File: src/rtl/fire_disp_pkg.sv
// fire_disp_pkg: FSM state encodings, seven-segment glyphs and display decode helpers.
package fire_disp_pkg;
  typedef enum logic [1:0] {SAFE = 2'd0, ALM_ON = 2'd1, ALM_OFF = 2'd2, LATCHED = 2'd3} state_e;
  localparam logic [6:0] SEG_S     = 7'b0100100;
  localparam logic [6:0] SEG_A     = 7'b0001000;
  localparam logic [6:0] SEG_F     = 7'b0111000;
  localparam logic [6:0] SEG_E     = 7'b0110000;
  localparam logic [6:0] SEG_I     = 7'b1001111;
  localparam logic [6:0] SEG_R     = 7'b1111010;
  localparam logic [6:0] SEG_BLANK = 7'b1111111;
  // Digit 0 is the leftmost character of each message.
  function automatic logic [6:0] glyph(input state_e s, input logic [1:0] d);
    logic [6:0] safe_g, fire_g;
    safe_g = d == 2'd0 ? SEG_S : d == 2'd1 ? SEG_A : d == 2'd2 ? SEG_F : SEG_E;
    fire_g = d == 2'd0 ? SEG_F : d == 2'd1 ? SEG_I : d == 2'd2 ? SEG_R : SEG_E;
    return s == SAFE ? safe_g : s == ALM_OFF ? SEG_BLANK : fire_g;
  endfunction
  function automatic logic [3:0] anode(input logic [1:0] d);
    return ~(4'b1000 >> d);
  endfunction
endpackage

File: src/rtl/sync_debounce.sv
// sync_debounce: 2-FF synchroniser followed by a stable-level filter; the output follows
// the synchronised input only after it has differed for DEBOUNCE_CYC consecutive cycles.
module sync_debounce #(
  parameter int DEBOUNCE_CYC = 1_000_000
) (
  input  logic clk,
  input  logic rst_0,
  input  logic async_i,
  output logic db_o
);
  localparam int CW = $clog2(DEBOUNCE_CYC + 1);
  logic [1:0]    sync_q;
  logic          db_q, db_d;
  logic [CW-1:0] cnt_q, cnt_d;
  logic          done;
  always_ff @(posedge clk or negedge rst_0) begin
    if (!rst_0) begin
      sync_q <= '0;
      db_q   <= 1'b0;
      cnt_q  <= '0;
    end else begin
      sync_q <= {sync_q[0], async_i};
      db_q   <= db_d;
      cnt_q  <= cnt_d;
    end
  end
  always_comb begin
    done  = cnt_q == CW'(DEBOUNCE_CYC - 1);
    cnt_d = (sync_q[1] == db_q || done) ? '0 : cnt_q + 1'b1;
    db_d  = (sync_q[1] != db_q && done) ? sync_q[1] : db_q;
  end
  assign db_o = db_q;
endmodule

File: src/rtl/fire_display_ctrl.sv
// fire_display_ctrl: fire alarm FSM with blinking/latched "FIrE" message on a scanned 4-digit display.
// Optional LAMP_TEST_EN adds a lamp_test input that lights every segment of the scanned digit.
module fire_display_ctrl
  import fire_disp_pkg::*;
#(
  parameter int SCAN_DIV     = 100_000,
  parameter int BLINK_DIV    = 25_000_000,
  parameter int DEBOUNCE_CYC = 1_000_000
) (
  input  logic       clk,
  input  logic       rst_0,
  input  logic       fire_in,
  input  logic       ack,
`ifdef LAMP_TEST_EN
  input  logic       lamp_test,
`endif
  output logic [6:0] seg,
  output logic [3:0] an,
  output logic       alarm,
  output logic [1:0] state_o
);
  localparam int SW = $clog2(SCAN_DIV + 1);
  localparam int BW = $clog2(BLINK_DIV + 1);
  state_e        state_q, state_d;
  logic [SW-1:0] scan_q, scan_d;
  logic [BW-1:0] blink_q, blink_d;
  logic [1:0]    digit_q, digit_d;
  logic [2:0]    ack_q;
  logic [6:0]    seg_q, seg_d;
  logic [3:0]    an_q, an_d;
  logic          alarm_q, alarm_d;
  logic          fire_db, ack_p, lamp, scan_wrap, blink_tick;
  sync_debounce #(.DEBOUNCE_CYC(DEBOUNCE_CYC)) u_fire_db (
    .clk    (clk),
    .rst_0  (rst_0),
    .async_i(fire_in),
    .db_o   (fire_db)
  );
`ifdef LAMP_TEST_EN
  logic [1:0] lamp_q;
  always_ff @(posedge clk or negedge rst_0) begin
    if (!rst_0) lamp_q <= '0;
    else        lamp_q <= {lamp_q[0], lamp_test};
  end
  assign lamp = lamp_q[1];
`else
  assign lamp = 1'b0;
`endif
  // ack_q[2] is the delayed copy of the synchronised level, used for edge detection.
  assign ack_p = ack_q[1] & ~ack_q[2];
  always_ff @(posedge clk or negedge rst_0) begin
    if (!rst_0) begin
      state_q <= SAFE;
      scan_q  <= '0;
      blink_q <= '0;
      digit_q <= '0;
      ack_q   <= '0;
      seg_q   <= SEG_BLANK;
      an_q    <= 4'b1111;
      alarm_q <= 1'b0;
    end else begin
      state_q <= state_d;
      scan_q  <= scan_d;
      blink_q <= blink_d;
      digit_q <= digit_d;
      ack_q   <= {ack_q[1:0], ack};
      seg_q   <= seg_d;
      an_q    <= an_d;
      alarm_q <= alarm_d;
    end
  end
  always_comb begin
    scan_wrap  = scan_q == SW'(SCAN_DIV - 1);
    scan_d     = scan_wrap ? '0 : scan_q + 1'b1;
    digit_d    = scan_wrap ? digit_q + 1'b1 : digit_q;
    blink_tick = blink_q == BW'(BLINK_DIV - 1);
    // Blink counter idles at zero outside the blinking states, so entering ALM_ON starts a full half-period.
    blink_d    = ((state_q == ALM_ON || state_q == ALM_OFF) && !blink_tick) ? blink_q + 1'b1 : '0;
    state_d    = state_q;
    unique case (state_q)
      SAFE:    state_d = fire_db ? ALM_ON : SAFE;
      ALM_ON:  state_d = !fire_db ? LATCHED : blink_tick ? ALM_OFF : ALM_ON;
      ALM_OFF: state_d = !fire_db ? LATCHED : blink_tick ? ALM_ON : ALM_OFF;
      LATCHED: state_d = fire_db ? ALM_ON : ack_p ? SAFE : LATCHED;
    endcase
  end
  always_comb begin
    seg_d   = lamp ? 7'b0000000 : glyph(state_d, digit_d);
    an_d    = anode(digit_d);
    alarm_d = state_d == ALM_ON || state_d == ALM_OFF;
  end
  assign seg     = seg_q;
  assign an      = an_q;
  assign alarm   = alarm_q;
  assign state_o = state_q;
endmodule

File: config.mk
export PLATFORM = sky130hd
export DESIGN_NAME = fire_display_ctrl
export DESIGN_NICKNAME = d
export VERILOG_FILES = /design/src/rtl/fire_disp_pkg.sv /design/src/rtl/sync_debounce.sv /design/src/rtl/fire_display_ctrl.sv
export SDC_FILE = /design/constraint.sdc
export NUM_CORES = 1
export LEC_CHECK = 0
export CORE_MARGIN = 3
export CORE_UTILIZATION = 40
export DETAILED_ROUTE_END_ITERATION = 12
export HOLD_SLACK_MARGIN = 0.03
export SETUP_SLACK_MARGIN = 0.5
export SLEW_MARGIN = 10
export SYNTH_ARGS = -nofsm -noshare
export SYNTH_HDL_FRONTEND = slang
export SYNTH_HIERARCHICAL = 1
export SYNTH_SLANG_ARGS = --single-unit
File: constraint.sdc
create_clock -name clk -period 4.9 [get_ports clk]
set_input_delay 0.49 -clock clk [delete_from_list [all_inputs] [get_ports clk]]
set_output_delay 0.49 -clock clk [all_outputs]
set_load 0.01 [all_outputs]
# Word-level counts from Yosys, hierarchy flattened

Index checks and enable logic that the tools add are counted.

Add/subtract/negate cells: 4
Equal/unequal tests: 12
Shift-type cells: 1
Muxes and demuxes: 20
Bitwise logic cells: 3
Reduce and logical (&&, ||, !) cells: 9

Operators with widths:

| operator                | count |
|---|---|
| $mux W7                 | 5 |
| $add A25 B1 Y25 const B | 1 |
| $eq A25 B25 Y1 const B  | 1 |
| $mux W25                | 1 |
| $add A20 B1 Y20 const B | 1 |
| $eq A20 B20 Y1 const B  | 1 |
| $mux W20                | 1 |
| $add A17 B1 Y17 const B | 1 |
| $eq A17 B17 Y1 const B  | 1 |
| $mux W17                | 1 |
| $mux W2                 | 7 |
| $mux W6                 | 2 |
| $eq A2 B2 Y1 const B    | 4 |
| $pmux W2 S4             | 1 |
| $eq A2 B1 Y1 const B    | 3 |
| $logic_not A2 Y1        | 3 |
| $mux W4                 | 1 |
| $not A4 Y4              | 1 |
| $shr A4 B2 Y4 const A   | 1 |
| $logic_or A1 B1 Y1      | 3 |
| $add A2 B1 Y2 const B   | 1 |
| $logic_and A1 B1 Y1     | 2 |
| $and A1 B1 Y1           | 1 |
| $eq A1 B1 Y1            | 1 |
| other kinds (4)         | 4 |

Flip-flop bits (word level): 84
Input bits: 4
Output and inout bits: 14
Logic and storage cells: 60

# Logic depth before layout (Yosys ltp)

Word-level depth: 8
Depth in mapped cells: 10
Gate-level depth less buffers: 10

# Modules after synthesis

Netlist, hierarchy kept.

Modules (own cells, without submodules):

| module            | times used | cells each | area an instance (µm²) |
|---|---|---|---|
| fire_display_ctrl | 1          | 277        | 2912.8 |
| sync_debounce     | 1          | 107        | 1092.3 |

# Least setup slack after synthesis

Ideal clock, no wire load.

Kind: register -> register
Start: reg state_q[0] (netlist: state_o[0])
End: reg seg_q[4] (netlist: seg[4])
Setup time: 0.061 ns
Arrival time: 2.262 ns
Data required time: 4.839 ns
Path slack: 2.577 ns
Cell stages (with the launch flop): 11
Period minus slack after synthesis: 2.323 ns
Cell sequence: dfrtp_1 inv_1 ha_1 or4b_1 or3_1 and3_1 inv_2 ha_1 inv_1 o21ai_0 and2_1

Cells in the longest elaborated chain, start to end: 5
Elaborated cells between the ends (all ways): 9
Those cells by class: 4 x eq/ne; 3 x mux; 2 x reduce/logical

Ends and longest elaborated chain:

| element                                    | line                    | source |
|---|---|---|
| start, declared                            | fire_display_ctrl.sv:24 | `state_e state_q, state_d;` |
| start signal, assigned                     | fire_display_ctrl.sv:62 | `state_q <= state_d;` |
| $eq A2 B2 Y1, or another cell as far along | fire_display_ctrl.sv:80 | `unique case (state_q)` |
| $pmux W2 S4 *                              | fire_display_ctrl.sv:80 |  |
| named net state_d[0]                       | fire_display_ctrl.sv:24 |  |
| $eq A2 B2 Y1                               | fire_disp_pkg.sv:16     | `return s == SAFE ? safe_g : s == ALM_OFF ? SEG_BLANK : fire_g;` |
| $mux W7                                    | fire_disp_pkg.sv:16     |  |
| $mux W7 *                                  | fire_disp_pkg.sv:16     |  |
| named net seg_d[4]                         | fire_display_ctrl.sv:29 | `logic [6:0] seg_q, seg_d;` |
| end signal, assigned                       | fire_display_ctrl.sv:67 | `seg_q <= seg_d;` |
| end, declared                              | fire_display_ctrl.sv:29 |  |

Mark *: on every way through the listed nets, which the timed path passes. The rest lies on a longest branch.
A chain may end at the register's enable or synchronous reset.

# Final worst setup path

Start: reg blink_q[0]
End: reg seg_q[4] (netlist: seg[4])

Cells in the longest elaborated chain, start to end: 7
Elaborated cells between the ends (all ways): 10
Those cells by class: 2 x eq/ne; 7 x mux; 1 x reduce/logical

Ends and longest elaborated chain:

| element                                        | line                                             | source |
|---|---|---|
| start, declared                                | fire_display_ctrl.sv:26                          | `logic [BW-1:0] blink_q, blink_d;` |
| start signal, assigned                         | fire_display_ctrl.sv:64                          | `blink_q <= blink_d;` |
| $eq A25 B25 Y1 *                               | fire_display_ctrl.sv:76                          | `blink_tick = blink_q == BW'(BLINK_DIV - 1);` |
| $mux W2, on equally long branches (2 in a row) | fire_display_ctrl.sv:83, fire_display_ctrl.sv:82 |  |
| $pmux W2 S4 *                                  | fire_display_ctrl.sv:80                          |  |
| named net state_d[1]                           | fire_display_ctrl.sv:24                          |  |
| $eq A2 B2 Y1                                   | fire_disp_pkg.sv:16                              |  |
| $mux W7                                        | fire_disp_pkg.sv:16                              |  |
| $mux W7 *                                      | fire_disp_pkg.sv:16                              |  |
| named net seg_d[4]                             | fire_display_ctrl.sv:29                          |  |

Marked as above.

==> metrics.txt <==
Post-Route Setup TNS=0 ns; # resized after CTS=0; IO buf count=17; total length of routed wires=7490 um; antenna viol nets, final=0; Post-CTS Setup Bufs=0; DRC Markers=0; Routed wire per std cell=13.9 um; syn nets=402; Hold Path Class=in2async; Setup crit end kind=flop; fin nets=425; Slew HR=31.1%; initial antenna violation count=0; largest net degree at the start of global routing=84; Post-synth top cells=dfrtp_1, nor2_1, xnor2_1; Arr. time, crit path=2.86 ns; Final Max Tran Viols=0; Critical-path top delay cell=or4_4; worst-margin pin slew=1.03 ns; pwr/cell area=261 mW/mm2; CP required=5.19 ns; Syn Inst Count=384; first-pass GRT wire length=13100 um; worst setup path class=reg2reg; diode count=0; latest clock arrival within the worst-skew pair=0.35 ns; maximum vdd ir drop=97.1 uV; hold buffers post-CTS=0; initial core utilization=42.1%; CORE AREA=0.00950 mm2; Clock Skews=0.0129 ns; CTS tree=built; gp weighted congestion=0.735; Yosys Warn Count=6; IO Pins=18; Post-DP HPWL=5030 um; fmax=0.390 GHz; Reg clk slew, reported paths=0.10 ns; RSZ-0062 raised after global routing=false; status=completed; Core Util, Final=46.9%; Fin. Hold Viols=0; fin crit share=52.3%; Area Overhead vs Synth=11.3%; post-synth top area share=45.6%; total grt overflow=0; Yosys top cell by area=dfrtp_1; sequential fraction of the synthesis area=52.2%; dominant register cell in the synthesized netlist=dfrtp_1; total track usage=14.5%; post-synth cell types=43; Yosys reg bits=83; mean area per synthesized cell=10.4 um2; Num CTS Buffers=9; largest cells by area after synthesis=dfrtp_1, xnor2_1, dfstp_2; fillers=922; CP Launch Type=flop; Starting DRT DRC Count=73; Syn Std Cell Area=0.00401 mm2; CTS Root Cell=clkbuf_8; count leader, synth=dfrtp_1; Clock Path Buffers=2; WP buf/inv=1; Top delay family on crit path=simple AND/OR/NAND/NOR gates; critical-path maximum fanout=5; die outline width=106 um; DIE AREA=0.0112 mm2; drt first pass iters=5; Cell Rows=35; clock sinks=83; leak pwr=1.74 nW; Die Ht=106 um; vias=2715; final setup fails=0; fraction of registers with async set or reset after synthesis=100%; post-DR vias/cell=5.02; layout cells sized above 1=9.95%; H-tree depth=3; number of synthesized flops with an enable pin=0; worst stage delay on the critical path=0.56 ns; CP cell instances=ha_1 > and2_1 > nand2_2 > or4_4 > a21oi_1 > o21a_1 > ha_1 > inv_1 > o21ai_0 > and2_1; number of global-route vias before repair=2681; post-layout min period=2.56 ns; Max-Cap Viols=0
[power by group]
part	leakage, nW	total [mW]	internal (mW)	switching, mW
clock	0.0864	0.450	0.188	0.262
sequential	1.10	0.692	0.689	0.00272
combinational	0.560	0.0223	0.00456	0.0177
total	1.74	1.16	0.881	0.282
[cells by family (layout without fill, tap and decap cells)]
group                    count (synthesis)  after routing  synth area share [%]
AO/OA/AOI/OAI                           20             20                  3.22
XOR/XNOR                                56             56                  12.4
adder cells (fa/ha/maj)                 14             14                  4.37
buffers and inverters                   29             57                  3.65
flip-flops                              83             83                  52.2
multiplexers                             3              3                 0.781
AND/OR/NAND/NOR                        179            179                  23.4
[layout make-up]
type | count | area, um2 | area share (%)
multi-input combinational | 272 | 1770 | 39.7
clock inverter | 7 | 51.3 | 1.15
inverter | 23 | 86.3 | 1.94
sequential | 83 | 2090 | 46.9
timing repair buffer | 18 | 175 | 3.93
tap | 129 | 161 | 3.62
clock buffer | 9 | 124 | 2.78
[final timing paths]
kind | startpoint | to | slack [ns] | depth (start not counted)
worst max-delay path | blink_q[0] | seg[4] | 2.34 | 10
worst min-delay path | rst_0 | u_fire_db/cnt_q[13] | 0.31 | 1
worst max register to register | blink_q[0] | seg[4] | 2.34 | 10
worst min register to register | ack_q[0] | ack_q[1] | 0.36 | 0
max in group asynchronous | rst_0 | scan_q[1] | 3.92 | 1
min in group clk | ack_q[0] | ack_q[1] | 0.36 | 0
[layout by cell type (no fill, tap or decap), types with 4 or more instances in the layout]
cell type | Yosys | layout
nor2_1 | 66 | 66
dfrtp_1 | 73 | 73
o21ai_0 | 8 | 8
nor4_1 | 10 | 10
nor3_1 | 13 | 13
clkbuf_8 | 0 | 9
and3_1 | 7 | 7
xor2_1 | 12 | 12
ha_1 | 14 | 14
xnor2_1 | 43 | 43
dfstp_2 | 10 | 10
inv_1 | 22 | 22
clkdlybuf4s50_1 | 0 | 16
nand4_1 | 14 | 14
and4_1 | 4 | 4
a21oi_1 | 4 | 4
nand2_1 | 20 | 20
nand3_1 | 20 | 20
or4b_1 | 4 | 4
[state kept, by name, indices dropped and copies added (netlist names)]
name and count:
blink_q 25, u_fire_db/cnt_q 20, scan_q 17, seg 6
an 4, ack_q 3, digit_q 2, state_o 2
u_fire_db/sync_q 2, alarm 1, u_fire_db/db_o 1
[per-layer routing]
| metal | global-route usage (%) | part of all wire [%] | vias up |
|---|---|---|---|
| li1 | - | - | 1343 |
| met1 | 21.0 | 52 | 1340 |
| met2 | 21.8 | 45 | 25 |
| met3 | 2.25 | 1.7 | 7 |
| met4 | 5.83 | 1.3 | 0 |
| met5 | 0 | 0 | - |
[per-stage QoR]
| stage | cell area (um2) | cells | total power, mW | hold slack, ns | setup WS [ns] |
|---|---|---|---|---|---|
| 2_1_floorplan | 4010 | 384 | 0.711 | 0.194 | 2.58 |
| 3_3_place_gp | 4280 | 525 | 0.728 | 0.334 | 2.49 |
| 3_5_place_dp | 4280 | 525 | 0.729 | 0.336 | 2.38 |
| 4_1_cts | 4460 | 541 | 1.18 | 0.356 | 2.36 |
| 5_1_grt | 4460 | 541 | 1.22 | 0.364 | 2.17 |
| 6_report | 4460 | 541 | 1.16 | 0.313 | 2.34 |
No activity file was read; power rests on OpenSTA's default activity.
